[src/rtl/jtframe_ram_arb.sv]
// rtl/jtframe_ram_arb.sv - four-slot round-robin arbiter in front of one SDRAM request port
// Optional watchdog on ACK/RDY: define JTFRAME_ARB_TIMEOUT_EN
module jtframe_ram_arb #(
  parameter int SDRAMW = 22,
  parameter int DW     = 16,
  parameter int TOUT   = 8
) (
  input  logic                  clk,
  input  logic                  rst,
  input  logic [3:0]            slot_req,
  input  logic [3:0]            slot_rnw,
  input  logic [4*SDRAMW-1:0]   slot_addr,
  input  logic [4*DW-1:0]       slot_wrdata,
  output logic [3:0]            slot_we,
  output logic [3:0]            slot_din_ok,
  output logic [31:0]           slot_din,
  output logic                  sdram_req,
  output logic                  sdram_rnw,
  output logic [SDRAMW-1:0]     sdram_addr,
  output logic [DW-1:0]         sdram_wrdata,
  input  logic                  sdram_ack,
  input  logic                  sdram_rdy,
  input  logic [31:0]           sdram_dout
);

  typedef enum logic [1:0] {IDLE, ACK, RDY, GAP} state_t;

  state_t              state_q;
  logic [1:0]          ptr_q;
  logic [3:0]          we_q;
  logic [3:0]          din_ok_q;
  logic [31:0]         din_q;
  logic                req_q;
  logic                rnw_q;
  logic [SDRAMW-1:0]   addr_q;
  logic [DW-1:0]       wrdata_q;

  logic                hit_d;
  logic [1:0]          pick_d;
  logic [1:0]          cand;
  logic                tout_hit;

`ifdef JTFRAME_ARB_TIMEOUT_EN
  // The counter reaches all-ones on the edge that sees this value
  localparam logic [TOUT-1:0] TOUT_LAST = {TOUT{1'b1}} - 1'b1;
  logic [TOUT-1:0]     tout_q;
  assign tout_hit = (tout_q == TOUT_LAST);
`else
  // No watchdog: TOUT has no role, and this is constant 0 for any legal width
  assign tout_hit = (TOUT < 1);
`endif

  // Search from the slot after the last one served; the nearest requester wins
  always_comb begin
    hit_d  = 1'b0;
    pick_d = ptr_q;
    cand   = ptr_q;
    for (int i = 4; i >= 1; i--) begin
      cand = ptr_q + 2'(i);
      if (slot_req[cand]) begin
        hit_d  = 1'b1;
        pick_d = cand;
      end
    end
  end

  // Arbiter FSM; every output is a register updated here
  always_ff @(posedge clk) begin
    if (rst) begin
      state_q  <= IDLE;
      ptr_q    <= 2'd0;
      we_q     <= 4'd0;
      din_ok_q <= 4'd0;
      din_q    <= 32'd0;
      req_q    <= 1'b0;
      rnw_q    <= 1'b1;
      addr_q   <= '0;
      wrdata_q <= '0;
`ifdef JTFRAME_ARB_TIMEOUT_EN
      tout_q   <= '0;
`endif
    end else begin
      case (state_q)
        IDLE: begin
          if (hit_d) begin
            ptr_q    <= pick_d;
            addr_q   <= slot_addr[int'(pick_d)*SDRAMW +: SDRAMW];
            wrdata_q <= slot_wrdata[int'(pick_d)*DW +: DW];
            rnw_q    <= slot_rnw[pick_d];
            req_q    <= 1'b1;
            we_q     <= 4'b0001 << pick_d;
            state_q  <= ACK;
`ifdef JTFRAME_ARB_TIMEOUT_EN
            tout_q   <= '0;
`endif
          end
        end
        ACK: begin
          if (sdram_ack && sdram_rdy) begin
            // Controller finished in the same cycle it accepted: complete now
            req_q    <= 1'b0;
            if (rnw_q) din_q <= sdram_dout;
            din_ok_q <= we_q;
            state_q  <= GAP;
          end else if (sdram_ack) begin
            req_q    <= 1'b0;
            state_q  <= RDY;
          end else if (tout_hit) begin
            req_q    <= 1'b0;
            din_ok_q <= we_q;
            state_q  <= GAP;
          end
`ifdef JTFRAME_ARB_TIMEOUT_EN
          tout_q <= tout_q + 1'b1;
`endif
        end
        RDY: begin
          if (sdram_rdy) begin
            if (rnw_q) din_q <= sdram_dout;
            din_ok_q <= we_q;
            state_q  <= GAP;
          end else if (tout_hit) begin
            din_ok_q <= we_q;
            state_q  <= GAP;
          end
`ifdef JTFRAME_ARB_TIMEOUT_EN
          tout_q <= tout_q + 1'b1;
`endif
        end
        GAP: begin
          // One dead cycle so a requester still holding req is not regranted
          we_q     <= 4'd0;
          din_ok_q <= 4'd0;
          state_q  <= IDLE;
        end
        default: state_q <= IDLE;
      endcase
    end
  end

  assign slot_we      = we_q;
  assign slot_din_ok  = din_ok_q;
  assign slot_din     = din_q;
  assign sdram_req    = req_q;
  assign sdram_rnw    = rnw_q;
  assign sdram_addr   = addr_q;
  assign sdram_wrdata = wrdata_q;

endmodule

[config.mk]
export PLATFORM = sky130hd
export DESIGN_NAME = jtframe_ram_arb
export DESIGN_NICKNAME = d
export VERILOG_FILES = /design/src/rtl/jtframe_ram_arb.sv
export SDC_FILE = /design/constraint.sdc
export NUM_CORES = 1
export LEC_CHECK = 0
export ABC_AREA = 1
export BUFFER_PORTS_ARGS = -buffer_cell sky130_fd_sc_hd__buf_2
export CAP_MARGIN = 0
export CORE_AREA = 2 2 106 108
export DETAILED_ROUTE_END_ITERATION = 7
export DIE_AREA = 0 0 108 110
export GPL_ROUTABILITY_DRIVEN = 0
export PLACE_DENSITY = 0.8
export RECOVER_POWER = 25
export SYNTH_ARGS = -nofsm -noshare
export SYNTH_HDL_FRONTEND = slang
export SYNTH_SLANG_ARGS = --single-unit
[constraint.sdc]
create_clock -name clk -period 3 [get_ports clk]
set_clock_uncertainty 0.05 [all_clocks]
set_input_delay 0.6 -clock clk [delete_from_list [all_inputs] [get_ports clk]]
set_output_delay 0.6 -clock clk [all_outputs]
set_load 0.005 [all_outputs]
Yosys cells after proc, flatten, opt, wreduce, memory -nomap -nowiden:

Cells that the tools add are included.

* reduce and logical (&&, ||, !) cells: 12
* magnitude comparators: 5
* shift-type cells: 3
* add/subtract/negate cells: 3
* equality and inequality tests: 7
* multipliers: 1
* mux-type cells: 35

Operator list (count)
* $mux 32: 3
* $shiftx 88x8->22: 1
* $pmux 32 s2: 1
* $shiftx 64x7->16: 1
* $lt 2x3->1 const B: 5
* $mux 2: 7
* $mux 1: 12
* $mux 4: 3
* $pmux 4 s3: 1
* $reduce_and 3->1: 4
* $bmux 1 s2: 5
* $pmux 2 s4: 1
* $pmux 4 s2: 1
* $mul 2x4->6 const B: 1
* $ne 2x2->1 const B: 3
* $reduce_bool 2->1: 3
* $add 2x2->2 const B: 2
* $eq 2x2->1 const B: 2
* $reduce_and 2->1: 2
* $shl 1x2->4 const A: 1
* $ne 3x3->1 const B: 1
* $reduce_bool 3->1: 1
* $add 2x1->2 const B: 1
* $eq 2x1->1 const B: 1
* other kinds (3): 3

* logic and storage cells: 75
* output and inout bits: 80
* bits of input ports: 196
* register bits after elaboration: 84

Depth between registers and ports, before layout:

Gate-level depths: netlist of run 1.

* depth in word-level cells: 9
* mapped depth: 17
* mapped depth without buffers: 15

Worst setup path before layout of run 1:

No wires, ideal clock.

* path kind: input port to flip-flop
* start: input port slot_req[0]
* end: register addr_q[10] (netlist: sdram_addr[10])
* path slack: 1112 ps
* cell stages on the path: 14
* required time: 2833 ps
* arrival time: 1721 ps
* path buffers: 2
* cell sequence: nand2_1 > nand2_1 > nand2_2 > nand2_1 > inv_2 > nand2_2 > nand2_4 > nand2_4 > buf_6 > buf_6 > nand3_1 > nand3_1 > nor2_1 > nor2_1

* longest elaborated chain between the ends: 7
* elaborated cells between the ends (all ways): 18
* those cells by class: mul (1); shift (1); mux (15); reduce/logical (1)

RTL lines
* start, declared: line 10 `input logic [3:0] slot_req,`
* $bmux 1 s2: line 60 `if (slot_req[cand]) begin`
* $mux 1 (not written as such): line 60
* $mux 2 or $mux 1 (tied branches) (3 in a row): line 60
* $mul 2x4->6 or $mux 1 (tied branches): line 87, 60
* $shiftx 88x8->22 or $reduce_and 2->1 (tied branches)
* end signal, assigned: line 87 `addr_q <= slot_addr[int'(pick_d)*SDRAMW +: SDRAMW];`
* end, declared: line 35 `logic [SDRAMW-1:0] addr_q;`

Several ways; a longest one is shown, not always the timed one. The select of a mux whose other input is x is not followed.
A chain may end at the register's enable or synchronous reset.

Worst setup path in the final report of run 1:

* start: register ptr_q[0]
* end: register wrdata_q[4] (netlist: sdram_wrdata[4])

* longest elaborated chain between the ends: 7
* elaborated cells between the ends (all ways): 20
* those cells by class: add/sub (3); shift (1); mux (15); reduce/logical (1)

RTL lines
* start, declared: line 29 `logic [1:0] ptr_q;`
* start signal, assigned: line 86 `ptr_q <= pick_d;`
* $add 2x2->2 or $bmux 1 s2 (tied branches): line 59, 60
* $bmux 1 s2 or $mux 1 (tied branches): line 60
* $mux 1 (not written as such): line 60
* $mux 2 or $mux 1 (tied branches) (3 in a row): line 60
* $shiftx 64x7->16 or $reduce_and 2->1 (tied branches)
* end signal, assigned: line 88 `wrdata_q <= slot_wrdata[int'(pick_d)*DW +: DW];`
* end, declared: line 36 `logic [DW-1:0] wrdata_q;`

Several ways; a longest one is shown, not always the timed one. The select of a mux whose other input is x is not followed.

==> metrics.md, run 1 <==
| Metric | Value |
|---|---|
| Status | `completed` |
| Drt drc | `0` |
| Metal3 WL | `1700 um` |
| Max VDD drop | `803 uV` |
| Post-Syn Area | `4620 sq um` |
| Commonest cells after routing, fill and taps aside | `buf_2, nor2_1, nand2_1, nand3_1, dfxtp_1` |
| Hold crit path type | `register to register` |
| Post-synth cell types | `27` |
| RSZ-0062 raised after global routing | `no` |
| Syn Nets | `910` |
| Rows | `38` |
| Clk slew on worst S/H paths | `0.09 ns` |
| Setup_tns | `0 ns` |
| CP cell instances | `inv_4 -> nand2_1 -> nand2_1 -> nand2_2 -> nand2_1 -> inv_2 -> nand3_4 -> a21oi_2 -> nand2_1 -> nand2_1 -> nor2_1 -> nor2_1` |
| Startpoint types | `register` |
| Main combinational cell family by area after synthesis | `simple AND/OR/NAND/NOR gates` |
| Gr usage total | `0.274` |
| Final ANT Viol Nets | `0` |
| Final Hold Vio Count | `0` |
| FILL cells | `1,139` |
| Mux cell area share after synthesis | `0` |
| Initial antenna violation count | `4` |
| Buf+Inv Stages, Crit Path | `2` |
| Synth Area per Inst | `6.52 sq um` |
| DR WL/cell | `15.4 um` |
| DR top layer | `met5` |
| TritonCTS buffer count | `9` |
| Starting Density | `0.432` |
| Mapped Cells | `709` |
| Die height | `110 um` |
| Core footprint | `10,700 sq um` |
| Area Overhead vs Synth | `34.5%` |
| Slew @ Worst Pin | `0.926 ns` |
| NumNets Final | `1,158` |
| Met1 Routed Length | `6660 um` |
| Vias in the first global route | `5,191` |
| Min Clock Period, post-route | `2.64 ns` |
| Drt initial violations | `527` |
| Worst path top cell family by delay | `simple AND/OR/NAND/NOR gates` |
| Final Max Tran Viols | `0` |
| Post-synthesis xor/xnor area fraction | `0` |
| Post-Synth Simple-Gate Area | `0.441` |
| Adder-cell area share of the yosys netlist | `0.0135` |
| Post-synthesis compound-gate area fraction | `0.102` |
| CTS tree | `done` |
| Fin crit share | `0.879` |
| Yosys Warn Count | `0` |
| Final setup vio count | `0` |
| Grt ovf | `0` |
| Setup slack at placement | `0.364 ns` |
| Most common cell after layout, fill and taps aside | `buf_2` |
| Critical Path AT | `2.89 ns` |
| Share of layout cells above drive strength 1 | `0.309` |
| Clk buf depth | `2` |
| CTS Hold Bufs | `0` |
| Hpwl dp | `12,600 um` |
| WHS | `0.421 ns` |
| Postcts setup bufs | `0` |
| Critical path type | `register to register` |
| Largest net degree at the start of global routing | `53` |
| Most common cell on crit path | `nand2_1` |
| Setup ws final | `0.364 ns` |
| Sink Count | `84` |
| Total number of vias | `5,885` |
| Post-synthesis sequential area ratio | `0.364` |
| Met2 routed WL | `8210 um` |
| First-pass GRT wire length | `25,400 um` |
| Port bufs | `275` |
| Crit. End Element | `register` |
| DR vias/cell | `5.33` |
| F_max | `379 MHz` |
| FF+latch count, synth | `84` |
| Worst-path maximum fanout | `18` |
| Max Cap Violations | `0` |
| Pwr/cell area | `1190 nW/um^2` |
| Final wirelength | `17,000 um` |
| DRT Pass-1 Iters | `5` |
| H-Tree Depth | `3` |
| Root Buffer | `clkbuf_8` |
| Slowest cell on crit path | `a21oi_2` |
| Slew headroom | `0.383` |
| Leak pwr | `3.10 nW` |
| Die width | `108 um` |
| Io pins | `276` |
| Req. time, crit path | `3.25 ns` |
| Max incr delay on CP | `0.78 ns` |
| DIE AREA | `11,900 sq um` |
| CTS resizes | `0` |
| Clock Latency Late Sink | `0.36 ns` |
==> layer usage <==
| layer | track usage | up-vias |
|---|---|---|
| met1 | 0.337 | 2627 |
| li1 | - | 2893 |
| met2 | 0.466 | 332 |
| met3 | 0.0770 | 31 |
| met4 | 0.0852 | 2 |
| met5 | 0 | - |
==> worst reg2reg max path, cell delays in order (launching register included) <==
cell and delay [ns]:
dfxtp_1 0.58, inv_4 0.11, nand2_1 0.08, nand2_1 0.08, nand2_2 0.11, nand2_1 0.09
inv_2 0.11, nand3_4 0.23, a21oi_2 0.78, nand2_1 0.14, nand2_1 0.10, nor2_1 0.05
nor2_1 0.08
==> final cells by class <==
cell class / instances / area (sq um) / area share
well taps: 140 / 175 / 0.0282
flip-flops and latches: 84 / 1680 / 0.271
diodes: 3 / 7.51 / 0.00121
inverters: 22 / 85.1 / 0.0137
repair buffers: 292 / 1490 / 0.240
clock buffers: 10 / 128 / 0.0205
multi-input cells: 548 / 2580 / 0.414
clock inverters: 6 / 68.8 / 0.0111
==> per-stage QoR <==
step | std cells | power [W] | instance area, sq um | util
final | 1105 | 0.00741 | 6220 | 0.581
after global routing | 1104 | 0.00813 | 6210 | 0.581
after CTS | 1102 | 0.00742 | 6240 | 0.584
after detailed placement | 1086 | 0.00657 | 6050 | 0.565
after global placement | 1086 | 0.00649 | 6050 | 0.565
after floorplan | 709 | 0.00525 | 4620 | -
==> report_power, final <==
part / switching (W) / internal (W) / leakage [nW]
Sequential: 0.000246 / 0.00154 / 0.692
Clock: 0.000447 / 0.000393 / 0.0977
Combinational: 0.00314 / 0.00165 / 2.31
Total: 0.00383 / 0.00358 / 3.10
==> cells in the mapped netlist <==
cell        n  share of area
nor2_1    143           0.12
nand2_1   129           0.10
nand3_1   104           0.11
dfxtp_1    84           0.36
o21ai_0    76          0.082
nand4_1    60          0.081
clkbuf_1   25          0.020
inv_1      17          0.014
buf_2      16          0.017
a21oi_1    15          0.016
buf_4       7          0.011
ha_1        5          0.014
buf_6       4         0.0097
buf_1       3         0.0024
inv_2       3         0.0024
nand2_2     3         0.0041
nand2_4     3         0.0073
nor2_2      2         0.0027
nor3_1      2         0.0022
a21oi_2     1         0.0019
clkinv_1    1        0.00081
inv_4       1         0.0014
nand3_2     1         0.0022
nand3_4     1         0.0038
nor2_4      1         0.0024
o211ai_1    1         0.0016
or2_2       1         0.0014
==> kinds of logic (layout without fill, tap and decap cells) <==
| kind of cell | count (synthesis) | in the layout |
|---|---|---|
| buf+inv | 77 | 330 |
| flops | 84 | 84 |
| fa+ha+maj | 5 | 5 |
| other cells | 0 | 3 |
| simple gates | 450 | 450 |
| compound gates | 93 | 93 |
==> state kept, by name (all words and copies together), names as in the netlist <==
register / count
sdram_rnw: 1
state_q: 2
sdram_req: 1
slot_din_ok: 4
slot_din: 32
slot_we: 4
ptr_q: 2
sdram_addr: 22
sdram_wrdata: 16
==> final timing paths <==
check / slack [ns] / cells after the start / from / to
setup / recovery: 0.36 / 12 / ptr_q[0]$_SDFFE_PP0P_ / sdram_wrdata[4]$_SDFFE_PP0P_
hold / removal: 0.42 / 2 / slot_din_ok[0]$_SDFFE_PP0P_ / slot_din_ok[0]$_SDFFE_PP0P_
setup reg to reg: 0.36 / 12 / ptr_q[0]$_SDFFE_PP0P_ / sdram_wrdata[4]$_SDFFE_PP0P_
hold reg to reg: 0.42 / 2 / slot_din_ok[0]$_SDFFE_PP0P_ / slot_din_ok[0]$_SDFFE_PP0P_
Note: power is estimated with default switching activity, not from simulation.
==> run 2: changes to the inputs <==
- PLACE_DENSITY: 0.8 -> default
- PLACE_DENSITY_LB_ADDON: default -> 0.05
==> run 2 against run 1 <==
Against the previous run: core utilization fell by 0.30 points; critical path depth is 3 higher; setup slack lost 0.047 ns; first-iteration DRC count down 29%; largest power group unchanged; fmax decreased by 1.8%; largest cell class unchanged.
==> metrics.md, run 2 (same netlist as run 1, synthesis figures left out) <==
| Metric | Value |
|---|---|
| Status | `completed` |
| Max FFs per register | `32` |
| Root Buffer | `clkbuf_8` |
| Worst path top cell family by delay | `simple AND/OR/NAND/NOR gates` |
| Starting Density | `0.432` |
| Min Clock Period, post-route | `2.68 ns` |
| Commonest cells after routing, fill and taps aside | `buf_2, nor2_1, nand2_1, nand3_1, dfxtp_1` |
| Leak pwr | `3.10 nW` |
| Grt ovf | `0` |
| Gr usage total | `0.272` |
| Total number of vias | `5,792` |
| Power share of the combinational group | `0.654` |
| CTS Hold Bufs | `0` |
| Die height | `110 um` |
| Final setup vio count | `0` |
| Io pins | `276` |
| Most common cell on crit path | `nand2_1` |
| Drt drc | `0` |
| Critical path type | `register to register` |
| Fin crit share | `0.894` |
| Hpwl dp | `12,900 um` |
| Die width | `108 um` |
| H-Tree Depth | `3` |
| Drt initial violations | `374` |
| FILL cells | `1,131` |
| Max VDD drop | `589 uV` |
| CP cell instances | `inv_4 -> nand2_1 -> nand2_1 -> nand2_2 -> nand2_1 -> inv_2 -> nand2_2 -> nand2_4 -> nand2_4 -> nor2_2 -> buf_4 -> nand2_1 -> nand2_1 -> nor2_1 -> nor2_1` |
| Setup ws final | `0.317 ns` |
| Area occupied by multi-input gates | `2580 sq um` |
| NetSw | `0.00375 W` |
| DIE AREA | `11,900 sq um` |
| Initial antenna violation count | `1` |
| Seq pwr share | `0.243` |
| CTS tree | `done` |
| DR WL/cell | `15.3 um` |
| Share of layout cells above drive strength 1 | `0.313` |
| F_max | `373 MHz` |
| Clk pwr share | `0.103` |
| Setup slack at placement | `0.319 ns` |
| Clk slew on worst S/H paths | `0.09 ns` |
| CTS resizes | `0` |
| TritonCTS buffer count | `9` |
| Worst-path maximum fanout | `29` |
| Vias in the first global route | `5,229` |
| DRT Pass-1 Iters | `5` |
| Sw Share | `0.516` |
| Clk buf depth | `2` |
| Final Max Tran Viols | `0` |
| Largest net degree at the start of global routing | `83` |
| Pwr/cell area | `1170 nW/um^2` |
| Postcts setup bufs | `0` |
| First-pass GRT wire length | `25,400 um` |
| Core footprint | `10,700 sq um` |
| Sink Count | `84` |
| Final ANT Viol Nets | `0` |
| Port bufs | `275` |
| Final Hold Vio Count | `0` |
| NumNets Final | `1,155` |
| Setup_tns | `0 ns` |
| Max Cap Violations | `0` |
| Rows | `38` |
| Max incr delay on CP | `0.59 ns` |
| Slew headroom | `0.511` |
| Startpoint types | `register` |
| Int Pwr | `0.00351 W` |
| DR vias/cell | `5.27` |
| Final wirelength | `16,800 um` |
| Slowest cell on crit path | `dfxtp_1` |
| RSZ-0062 raised after global routing | `no` |
| Slew @ Worst Pin | `0.734 ns` |
| ANT cells | `0` |
| Clock Latency Late Sink | `0.35 ns` |
| Most common cell after layout, fill and taps aside | `buf_2` |
| Hold crit path type | `register to register` |
| Buf+Inv Stages, Crit Path | `3` |
| Critical Path AT | `2.93 ns` |
| Req. time, crit path | `3.24 ns` |
| Area Overhead vs Synth | `33.8%` |
| Register area | `1680 sq um` |
| Crit. End Element | `register` |
==> run 2: cell types whose count changed in the layout (fill, tap and decap cells not counted) <==
cell,change
bufinv_16,-1
clkbuf_1,-6
buf_12,+1
clkinvlp_4,+1
clkinv_4,+2
clkinv_2,+1
diode_2,-3
buf_2,+5
buf_4,-4
inv_6,-2
==> run 2: tightest hold or removal path: cells and delay by family, from the launching register on <==
kind	cells	cell delay, ns
flops	1	0.32
compound gates	1	0.05
simple gates	1	0.06
==> run 2: power groups by stage <==
stage	clock, W	sequential [W]	combinational, W
3_3_place_gp	0	0.00177	0.00464
3_5_place_dp	0	0.00178	0.00477
4_1_cts	0.000765	0.00176	0.00479
5_1_grt	0.000819	0.00181	0.00536
2_1_floorplan	0	0.00179	0.00347
6_report	0.000745	0.00177	0.00475
==> run 2: through the flow <==
| step | cells | power, W | util | cell area [sq um] | hold slack, ns |
|---|---|---|---|---|---|
| 5_1_grt | 1099 | 0.00799 | 0.578 | 6180 | 0.438 |
| 3_5_place_dp | 1083 | 0.00655 | 0.564 | 6040 | 0.420 |
| 4_1_cts | 1099 | 0.00731 | 0.581 | 6210 | 0.428 |
| 2_1_floorplan | 709 | 0.00525 | - | 4620 | 0.412 |
| 6_report | 1099 | 0.00726 | 0.578 | 6180 | 0.428 |
| 3_3_place_gp | 1083 | 0.00642 | 0.564 | 6040 | 0.408 |
==> run 2: layout make-up <==
cell class | instances | area share
Tap cell | 140 | 0.0283
Sequential cell | 84 | 0.272
Clock inverter | 7 | 0.00830
Clock buffer | 9 | 0.0200
Timing Repair Buffer | 289 | 0.241
Multi-Input combinational cell | 548 | 0.417
Inverter | 22 | 0.0138
==> run 2: worst paths after layout <==
kind / startpoint / end / cells after the start / slack (ns)
worst max-delay path: ptr_q[0]$_SDFFE_PP0P_ / sdram_wrdata[1]$_SDFFE_PP0P_ / 15 / 0.32
worst min-delay path: slot_din_ok[3]$_SDFFE_PP0P_ / slot_din_ok[3]$_SDFFE_PP0P_ / 2 / 0.43
worst max register to register: ptr_q[0]$_SDFFE_PP0P_ / sdram_wrdata[1]$_SDFFE_PP0P_ / 15 / 0.32
worst min register to register: slot_din_ok[3]$_SDFFE_PP0P_ / slot_din_ok[3]$_SDFFE_PP0P_ / 2 / 0.43
==> run 2: per-layer routing <==
| layer | share of wire | wire, um | GRT usage | up-vias |
|---|---|---|---|---|
| met2 | 0.50 | 8470 | 0.491 | 246 |
| met5 | 0.00060 | 10 | 0 | - |
| met3 | 0.077 | 1300 | 0.0570 | 29 |
| li1 | - | - | - | 2883 |
| met4 | 0.024 | 404 | 0.0980 | 2 |
| met1 | 0.39 | 6620 | 0.317 | 2632 |
==> run 3: changes to the inputs <==
--- a/constraint.sdc
+++ b/constraint.sdc
@@ -4,2 +4,2 @@
 set_output_delay 0.6 -clock clk [all_outputs]
-set_load 0.005 [all_outputs]
+set_load 0.1 [all_outputs]
==> run 3 against run 2 <==
Against the previous run: cell area shrank 0.36%; die area is the same; global-route usage is the same; highest routed layer unchanged.
==> metrics.md, run 3 (same netlist as run 1, synthesis figures left out) <==
| Metric | Value |
|---|---|
| Commonest cells after routing, fill and taps aside | `buf_2, nor2_1, nand2_1, nand3_1, dfxtp_1` |
| Rows | `38` |
| TritonCTS buffer count | `9` |
| DR vias/cell | `5.24` |
| Slew @ Worst Pin | `1.24 ns` |
| Total number of vias | `5,761` |
| Setup slack at placement | `0.319 ns` |
| Most common cell after layout, fill and taps aside | `buf_2` |
| Req. time, crit path | `3.24 ns` |
| Final wirelength | `16,800 um` |
| Max Cap Violations | `0` |
| Final setup vio count | `0` |
| DIE AREA | `11,900 sq um` |
| Final Max Tran Viols | `0` |
| First-pass GRT wire length | `25,400 um` |
| Setup ws final | `0.309 ns` |
| RSZ-0062 raised after global routing | `no` |
| Clock Latency Late Sink | `0.35 ns` |
| DR WL/cell | `15.3 um` |
| Area after DPL | `6040 sq um` |
| Io pins | `276` |
| Final ANT Viol Nets | `0` |
| Root Buffer | `clkbuf_8` |
| Die height | `110 um` |
| CTS Hold Bufs | `0` |
| Port bufs | `275` |
| Initial antenna violation count | `1` |
| Drt initial violations | `346` |
| Fin crit share | `0.897` |
| Worst-path maximum fanout | `29` |
| Final Hold Vio Count | `0` |
| Postcts setup bufs | `0` |
| Vias in the first global route | `5,229` |
| Sink Count | `84` |
| Setup_tns | `0 ns` |
| Reg2Reg Depth | `15` |
| Core footprint | `10,700 sq um` |
| Crit. End Element | `register` |
| Critical Path AT | `2.94 ns` |
| Drt drc | `0` |
| Max FFs per register | `32` |
| Clk slew on worst S/H paths | `0.09 ns` |
| Clk buf depth | `2` |
| Status | `completed` |
| Slew headroom | `0.179` |
| Gr usage total | `0.272` |
| Largest net degree at the start of global routing | `83` |
| Critical path type | `register to register` |
| Grt ovf | `0` |
| CTS resizes | `0` |
| ANT cells | `0` |
| Area Overhead vs Synth | `33.3%` |
| Die width | `108 um` |
| H-Tree Depth | `3` |
| Startpoint types | `register` |
| Starting Density | `0.432` |
| Hpwl dp | `12,900 um` |
| NumNets Final | `1,155` |
| DRT Pass-1 Iters | `7` |
| Post-route design area | `6160 sq um` |
| Share of layout cells above drive strength 1 | `0.294` |
| Hold path cells | `2` |
| CTS tree | `done` |
| Hold crit path type | `register to register` |
| Min Clock Period, post-route | `2.69 ns` |
| F_max | `372 MHz` |
run 3: changes by cell type in the layout (fill, tap and decap cells not counted):
cell      change
clkbuf_1     +18
buf_2        -18
run 3: critical path, stage by stage, from the launching register on:
cell,delay [ns]
dfxtp_1,0.59
inv_4,0.11
nand2_1,0.09
nand2_1,0.09
nand2_2,0.12
nand2_1,0.10
inv_2,0.12
nand2_2,0.08
nand2_4,0.25
nand2_4,0.28
nor2_2,0.26
buf_4,0.23
nand2_1,0.07
nand2_1,0.06
nor2_1,0.06
nor2_1,0.07
run 3: final cells by class:
type / instances / area, sq um
fillers: 1142 / 4540
well taps: 140 / 175
clock inverters: 7 / 51.3
flip-flops and latches: 84 / 1680
repair buffers: 289 / 1470
clock buffers: 9 / 124
multi-input cells: 548 / 2580
inverters: 22 / 85.1
run 3: metrics by stage:
stage,util,cells,hold slack [ns]
after detailed placement,0.564,1083,0.420
after global placement,0.564,1083,0.408
after CTS,0.581,1099,0.428
after global routing,0.576,1099,0.438
final,0.576,1099,0.428
after floorplan,-,709,0.435
run 3: final timing paths:
kind                          startpoint                            to  slack (ns)
max                ptr_q[0]$_SDFFE_PP0P_  sdram_wrdata[1]$_SDFFE_PP0P_        0.31
min          slot_din_ok[3]$_SDFFE_PP0P_   slot_din_ok[3]$_SDFFE_PP0P_        0.43
max reg2reg        ptr_q[0]$_SDFFE_PP0P_  sdram_wrdata[1]$_SDFFE_PP0P_        0.31
min reg2reg  slot_din_ok[3]$_SDFFE_PP0P_   slot_din_ok[3]$_SDFFE_PP0P_        0.43
run 3: per-layer routing:
layer,track usage,part of all wire,up-vias
met3,0.0570,0.074,29
met2,0.491,0.50,249
met5,0,0.00060,-
met4,0.0980,0.024,2
met1,0.317,0.40,2599
li1,-,-,2882
Power of run 3 is not shown: default switching activity piles up to over one toggle a cycle in this logic, so the estimate is an artifact.
